`src/rtl/err_report_arb.sv`:
```
// err_report_arb: captures rising edges of a priority-ordered error vector into
// sticky pending/overflow registers and reports pending errors one at a time,
// highest index first, over a valid/ready channel. irq is high while anything
// is pending.
module err_report_arb #(
   parameter int NUM_ERR = 32,
   parameter int IDX_W   = $clog2(NUM_ERR)
) (
   input  logic               clk,
   input  logic               rst_n,
   input  logic [NUM_ERR-1:0] err_in,
   input  logic               clr_all,
   input  logic               rpt_ready,
   output logic               rpt_valid,
   output logic [IDX_W-1:0]   rpt_idx,
   output logic               rpt_ovf,
   output logic [NUM_ERR-1:0] pend,
   output logic               irq
);

   typedef enum logic {
      IDLE    = 1'b0,
      PRESENT = 1'b1
   } state_t;

   state_t               state_q, state_d;

   logic [NUM_ERR-1:0]   err_q;
   logic [NUM_ERR-1:0]   pend_q, pend_d;
   logic [NUM_ERR-1:0]   ovf_q, ovf_d;
   logic                 rpt_valid_q, rpt_valid_d;
   logic [IDX_W-1:0]     rpt_idx_q, rpt_idx_d;
   logic                 rpt_ovf_q, rpt_ovf_d;

   logic [NUM_ERR-1:0]   ev;
   logic [NUM_ERR-1:0]   clr_vec;
   logic                 hs;
   logic                 sel_go;
   logic [IDX_W-1:0]     sel_idx;

   // Highest set bit of v (bit NUM_ERR-1 has top priority); 0 when v is empty.
   function automatic logic [IDX_W-1:0] top_idx(input logic [NUM_ERR-1:0] v);
      logic [IDX_W-1:0] r;
      r = '0;
      for (int i = 0; i < NUM_ERR; i++) begin
         if (v[i]) r = IDX_W'(i);
      end
      return r;
   endfunction

   // State register plus all sticky/report flops; everything clears at once on reset.
   always_ff @(posedge clk or negedge rst_n) begin
      if (!rst_n) begin
         state_q     <= IDLE;
         err_q       <= '0;
         pend_q      <= '0;
         ovf_q       <= '0;
         rpt_valid_q <= 1'b0;
         rpt_idx_q   <= '0;
         rpt_ovf_q   <= 1'b0;
      end else begin
         state_q     <= state_d;
         err_q       <= err_in;
         pend_q      <= pend_d;
         ovf_q       <= ovf_d;
         rpt_valid_q <= rpt_valid_d;
         rpt_idx_q   <= rpt_idx_d;
         rpt_ovf_q   <= rpt_ovf_d;
      end
   end

   // Edge detect, handshake decode and the pending/overflow update.
   // A new event always wins over a clear, and a cleared bit never carries
   // overflow into its fresh occurrence.
   always_comb begin
      ev      = err_in & ~err_q;
      hs      = rpt_valid_q & rpt_ready & ~clr_all;
      clr_vec = '0;
      if (clr_all) begin
         clr_vec = '1;
      end else if (hs) begin
         clr_vec = {{(NUM_ERR-1){1'b0}}, 1'b1} << rpt_idx_q;
      end
      pend_d  = (pend_q & ~clr_vec) | ev;
      ovf_d   = (ovf_q | (ev & pend_q)) & ~clr_vec;
      sel_go  = (state_q == IDLE) && (pend_q != '0) && !clr_all;
      sel_idx = top_idx(pend_q);
   end

   // Next-state logic: select from IDLE, leave PRESENT on handshake or abort.
   always_comb begin
      state_d = state_q;
      case (state_q)
         IDLE:    if (sel_go) state_d = PRESENT;
         PRESENT: if (clr_all || rpt_ready) state_d = IDLE;
         default: state_d = IDLE;
      endcase
   end

   // Report outputs: captured at selection and held until the report ends.
   // rpt_ovf is a snapshot; an overflow arriving during PRESENT is dropped by
   // the handshake that clears the bit.
   always_comb begin
      rpt_valid_d = rpt_valid_q;
      rpt_idx_d   = rpt_idx_q;
      rpt_ovf_d   = rpt_ovf_q;
      if (sel_go) begin
         rpt_valid_d = 1'b1;
         rpt_idx_d   = sel_idx;
         rpt_ovf_d   = ovf_q[sel_idx];
      end else if (state_q == PRESENT && (clr_all || rpt_ready)) begin
         rpt_valid_d = 1'b0;
      end
   end

   assign rpt_valid = rpt_valid_q;
   assign rpt_idx   = rpt_idx_q;
   assign rpt_ovf   = rpt_ovf_q;
   assign pend      = pend_q;
   assign irq       = |pend_q;

endmodule

```
`config.mk`:
```
export PLATFORM = sky130hd
export DESIGN_NAME = err_report_arb
export DESIGN_NICKNAME = d
export VERILOG_FILES = /design/src/rtl/err_report_arb.sv
export SDC_FILE = /design/constraint.sdc
export NUM_CORES = 1
export LEC_CHECK = 0
export BUFFER_PORTS_ARGS = -buffer_cell sky130_fd_sc_hd__buf_2
export CORE_MARGIN = 2
export CORE_UTILIZATION = 50
export DETAILED_ROUTE_END_ITERATION = 8
export PLACE_DENSITY_LB_ADDON = 0.1
export SLEW_MARGIN = 30
export SYNTH_ARGS = -nofsm -noshare
export SYNTH_HDL_FRONTEND = slang
export SYNTH_SLANG_ARGS = --single-unit
```
`constraint.sdc`:
```
create_clock -name clk -period 4 [get_ports clk]
set_input_delay 0.2 -clock clk [delete_from_list [all_inputs] [get_ports clk]]
set_output_delay 0.2 -clock clk [all_outputs]
set_load 0.005 [all_outputs]
```
* Yosys cells after proc, flatten, opt, wreduce, memory -nomap -nowiden
Cells that the tools add are included.
** Storage, ports and cells
- Register bits after elaboration :: 104
- Word-level logic and storage cells :: 69
** Operators by class
- Magnitude comparators :: 1
- Shifts and indexed selects :: 1
- Muxes and demuxes :: 40
- Bitwise gates (word level) :: 12
- Reductions and logical operators :: 8
** Operator list (count)
- two-way mux 5 bit :: 30
- AND 32 bit :: 4
- two-way mux 32 bit :: 2
- inverter 32 bit :: 2
- bitwise OR 32 bit :: 2
- nonzero test 32 bit :: 1
- OR reduction 32 bit :: 1
- << shifter 1 x 5 -> 32 bit (first input constant) :: 1
- less-than comparator 5 x 6 -> 1 bit (second input constant) :: 1
- two-way mux 1 bit :: 6
- binary-select mux 1 bit (select 5 bit) :: 1
- logical AND 1 bit :: 3
- AND 1 bit :: 2
- inverter 1 bit :: 2
- case mux 1 bit (2 select lines) :: 1
- nonzero test 2 bit :: 1
- logical NOT 1 bit :: 1
- logical OR 1 bit :: 1

* Depth between registers and ports, before layout
- Word-level depth :: 33
- Gate-level depth with buffers :: 10

* Least setup slack after synthesis
OpenSTA, ideal clock, no wires.
- Kind :: register -> register
- Start :: reg pend_q[25] (netlist: pend[25])
- End :: reg rpt_ovf_q (netlist: rpt_ovf)
- Arrival time :: 2.425 ns
- Data required time :: 3.880 ns
- Slack :: 1.455 ns
- Cell stages (with the launch flop) :: 10
- Period minus slack after synthesis :: 2.545 ns
- Cell sequence :: dfrtp_1 nor2b_1 a2111o_1 nor2_1 a32oi_1 nor2_1 mux4_2 a2111oi_2 nand2_1 o211a_1
** On the way
- Cells in the longest elaborated chain, start to end :: 9
- Elaborated cells between the ends (all ways) :: 12
- Those cells by class :: mux (9); reduce/logical (3)
** Ends and longest elaborated chain
- from (decl) :: line 29 : logic [NUM_ERR-1:0] pend_q, pend_d;
- from (signal assigned) :: line 64 : pend_q <= pend_d;
- two-way mux 5 bit (7 in series) :: line 46 : if (v[i]) r = IDX_W'(i);
- binary-select mux 1 bit (select 5 bit) :: line 110 : rpt_ovf_d = ovf_q[sel_idx];
- two-way mux 1 bit (not written as such) :: line 110
- to (signal assigned) :: line 68 : rpt_ovf_q <= rpt_ovf_d;
- to (decl) :: line 33 : logic rpt_ovf_q, rpt_ovf_d;
Parallel ways exist; a longest one is shown, timed or not. The select of a mux whose other input is x is not followed.
A chain may end at the register's enable or synchronous reset.

* Worst setup path in the final report
- Start :: reg pend_q[3] (netlist: pend[3])
- End :: reg rpt_ovf_q (netlist: rpt_ovf)
** On the way
- Cells in the longest elaborated chain, start to end :: 31
- Elaborated cells between the ends (all ways) :: 34
- Those cells by class :: mux (31); reduce/logical (3)
** Ends and longest elaborated chain (line)
- two-way mux 5 bit (29 in series) :: 46
- binary-select mux 1 bit (select 5 bit) :: 110
- two-way mux 1 bit (not written as such) :: 110
Parallel ways exist; a longest one is shown, timed or not. The select of a mux whose other input is x is not followed.

==> impl_results.md <==
* Synth Area in Compound Gates at 0.200
* Global-route wire length before repair at 18300 um
* DR iter-0 viols at 103
* GRT overflow at 0
* CTS tree: built
* Starting Density at 0.512
* Die extent in y at 98.0 um
* Sequential area share after synthesis at 0.589
* WL final at 11200 um
* Peak VDD IR at 0.205 mV
* PortBufs at 75
* Post-Place Cells at 579
* Final period util at 0.744
* Slew Limit Fails at 0
* I/O pin count at 76
* Endpoints failing setup at 0
* Die area at 9610 um2
* Adder-Cell Fraction of Synth Area at 0
* Mapped Nets at 439
* CP startpoint kind: flop
* Pre-antenna DRT Iters at 4
* DRC at 0
* Tmin final at 2.98 ns
* Post-DP Area at 4920 um2
* Final #Nets at 551
* Arr. time, crit path at 3.29 ns
* Clock buffer depth at 2
* Clock-pin slew on the worst setup and hold paths at 0.10 ns
* #FFs+latches synth at 104
* Worst Skew at 0.0145 ns
* Setup TNS at 0 ns
* Max_slew headroom at 0.338
* Initial antenna violation count at 0
* Max-cap viol count at 0
* Main combinational cell family by area after synthesis: compound AO/OA/AOI/OAI gates
* Status: finished clean
* H-tree levels at 3
* Leak pwr at 2.56 nW
* Required time of the critical path at 4.31 ns
* Max FO, Critical Path at 11
* Crit end category: flop
* Syn Std Cell Area at 4420 um2
* Max Fclk at 0.336 GHz
* Post-Layout Cell Count at 628
* Post-route cell area at 5450 um2
* Maximum number of pins on one net before global-route repair at 69
* Slew at the pin closest to its max-slew limit at 0.991 ns
* Ant. Diodes at 0
* CP peak stage delay at 0.69 ns
* Total number of vias at 3602
* Ys Warns at 0
* Layout cells sized above 1 at 0.206
* Number of global-route vias before repair at 3575
* RD Place Congestion at 0.864
* Cell Pwr Density at 409 nW/um2
* Clock Latency Late Sink at 0.36 ns
* Routed length per instance at 17.8 um
* Synth Area in XOR/XNOR at 0
* Area delta synth->final at 23.3%
* Critical setup path kind: flop to flop
* Min-Delay Path Class: input pin to flop
* RSZ-0062 raised after global routing: false
* Netlist cell types at 42
* Core area at 8640 um2
* Post-synthesis simple-gate area fraction at 0.126
* Detailed Place HPWL at 7810 um
* GRT Util Overall at 0.244
* Fraction of synthesized area in multiplexers at 0.0427
* DR vias/cell at 5.74
* Sink Count at 104
* CP most frequent cell: nor2_1
* Die W at 98.0 um
* Mean post-synth cell area at 11.0 um2
* Number of fill cells at 719
* Post-route ant nets at 0
* CP max stage cell: a2111oi_0
* Pwr Total at 0.00223 W
* Crit-path cells: nor2_1, o311ai_0, a311oi_1, o31ai_1, a31oi_1, buf_4, mux4_2, nor2_1, a2111oi_0, o211a_1
* Synth Instances at 403
* Rows at 34
* CTS Root Cell: clkbuf_8
* Cts bufs inserted at 9
* Final hold vios at 0
[per-stage QoR]
stage	utilization	setup slack (ns)	hold WS, ns
6_report	0.631	1.02	0.181
5_1_grt	0.631	0.815	0.200
4_1_cts	0.631	1.05	0.152
3_5_place_dp	0.570	1.09	0.318
3_3_place_gp	0.569	1.22	0.317
2_1_floorplan	-	1.45	-0.0956
[flip-flops by register name, indices dropped and copies added (netlist names)]
signal and flops:
err_q 32, ovf_q 32, pend 32, rpt_idx 5
rpt_ovf 1, rpt_valid 1, state_q 1
[synth_stat cells (all sizes together)]
cell     instances  share of area
inv             39          0.033
nand2           12          0.010
nor4             2         0.0028
and2             2         0.0028
or4              1         0.0017
nand4b           1         0.0020
nand3b           1         0.0017
o2111ai          1         0.0020
nand2b           4         0.0057
a22o            31          0.061
o22ai            1         0.0014
or2              1         0.0014
a311oi           1         0.0020
o31ai            4         0.0068
o21a             1         0.0017
mux2i            2         0.0045
mux4             6          0.031
o311ai           1         0.0020
clkbuf           8         0.0068
o211a            1         0.0023
a221oi           1         0.0020
nor2            35          0.030
dfrtp          104           0.59
buf              2         0.0028
nand3            4         0.0045
a2111o           1         0.0025
a21o             1         0.0017
o221ai           1         0.0020
o21ai            1         0.0011
a21oi           45          0.051
nor2b           38          0.054
a31oi           34          0.048
or3              1         0.0014
a2111oi          2         0.0054
a211oi           1         0.0028
and3             1         0.0014
nor3             6         0.0068
a32oi            1         0.0020
o21bai           1         0.0017
mux2             3         0.0076
[worst paths after layout]
kind                             endpoint  slack, ns      start  depth (start not counted)
max in group asynchronous        err_q[7]       2.51      rst_n                          3
worst min-delay path              state_q       0.18  rpt_ready                          4
worst max-delay path              rpt_ovf       1.02    pend[3]                         10
min in group asynchronous        pend[18]       0.48      rst_n                          2
worst min register to register  ovf_q[30]       0.53  ovf_q[30]                          2
worst max register to register    rpt_ovf       1.02    pend[3]                         10
[worst max-delay path: cells and delay by family (launching register included)]
kind / cells / cell delay [ns]
AOI/OAI and AO/OA: 6 / 1.81
DFF: 1 / 0.42
muxes: 1 / 0.35
buffers and inverters: 1 / 0.22
and+or+nand+nor: 2 / 0.13
[placed cells by master (no fill, tap or decap), types with 5 or more instances in the layout]
master | Yosys | layout
a21oi_1 | 45 | 45
a22o_1 | 31 | 31
a31oi_1 | 34 | 34
buf_2 | 1 | 74
clkbuf_8 | 0 | 9
dfrtp_1 | 104 | 104
dlygate4sd3_1 | 0 | 33
inv_1 | 39 | 39
mux4_2 | 6 | 6
nand2_1 | 12 | 12
nor2_1 | 35 | 35
nor2b_1 | 38 | 38
nor3_1 | 6 | 5
[cell families (layout without fill, tap and decap cells)]
group                  after synthesis  after routing
and+or+nand+nor                    109            109
DFF                                104            104
AOI/OAI and AO/OA                  130            130
muxes                               11             11
buffers and inverters               49            166
[report_power, final]
| group | total, W | internal (W) | leakage [nW] | switching, W |
|---|---|---|---|---|
| Sequential | 0.00120 | 0.00112 | 1.28 | 0.0000820 |
| Combinational | 0.000361 | 0.000165 | 1.17 | 0.000196 |
| Clock | 0.000663 | 0.000297 | 0.106 | 0.000366 |
| Total | 0.00223 | 0.00158 | 2.56 | 0.000644 |
[cell type report]
type / count / area, um2 / area share
Timing Repair Buffer: 111 / 731 / 0.134
Clock buffer: 9 / 124 / 0.0227
Inverter: 39 / 146 / 0.0269
Sequential cell: 104 / 2600 / 0.478
Clock inverter: 7 / 77.6 / 0.0142
Multi-Input combinational cell: 250 / 1630 / 0.300
Tap cell: 108 / 135 / 0.0248
[timing repair]
action                    in CTS  in global routing
resized for setup              0                  0
hold endpoints to repair      99                  0
setup buffers                  0                  0
hold buffers                  33                  0
[metal layers]
layer	global-route usage	share of wire
met1	0.334	0.46
met2	0.385	0.47
met3	0.0515	0.051
met4	0.0962	0.023
met5	0	0
No activity file was read; power rests on OpenSTA's default activity.
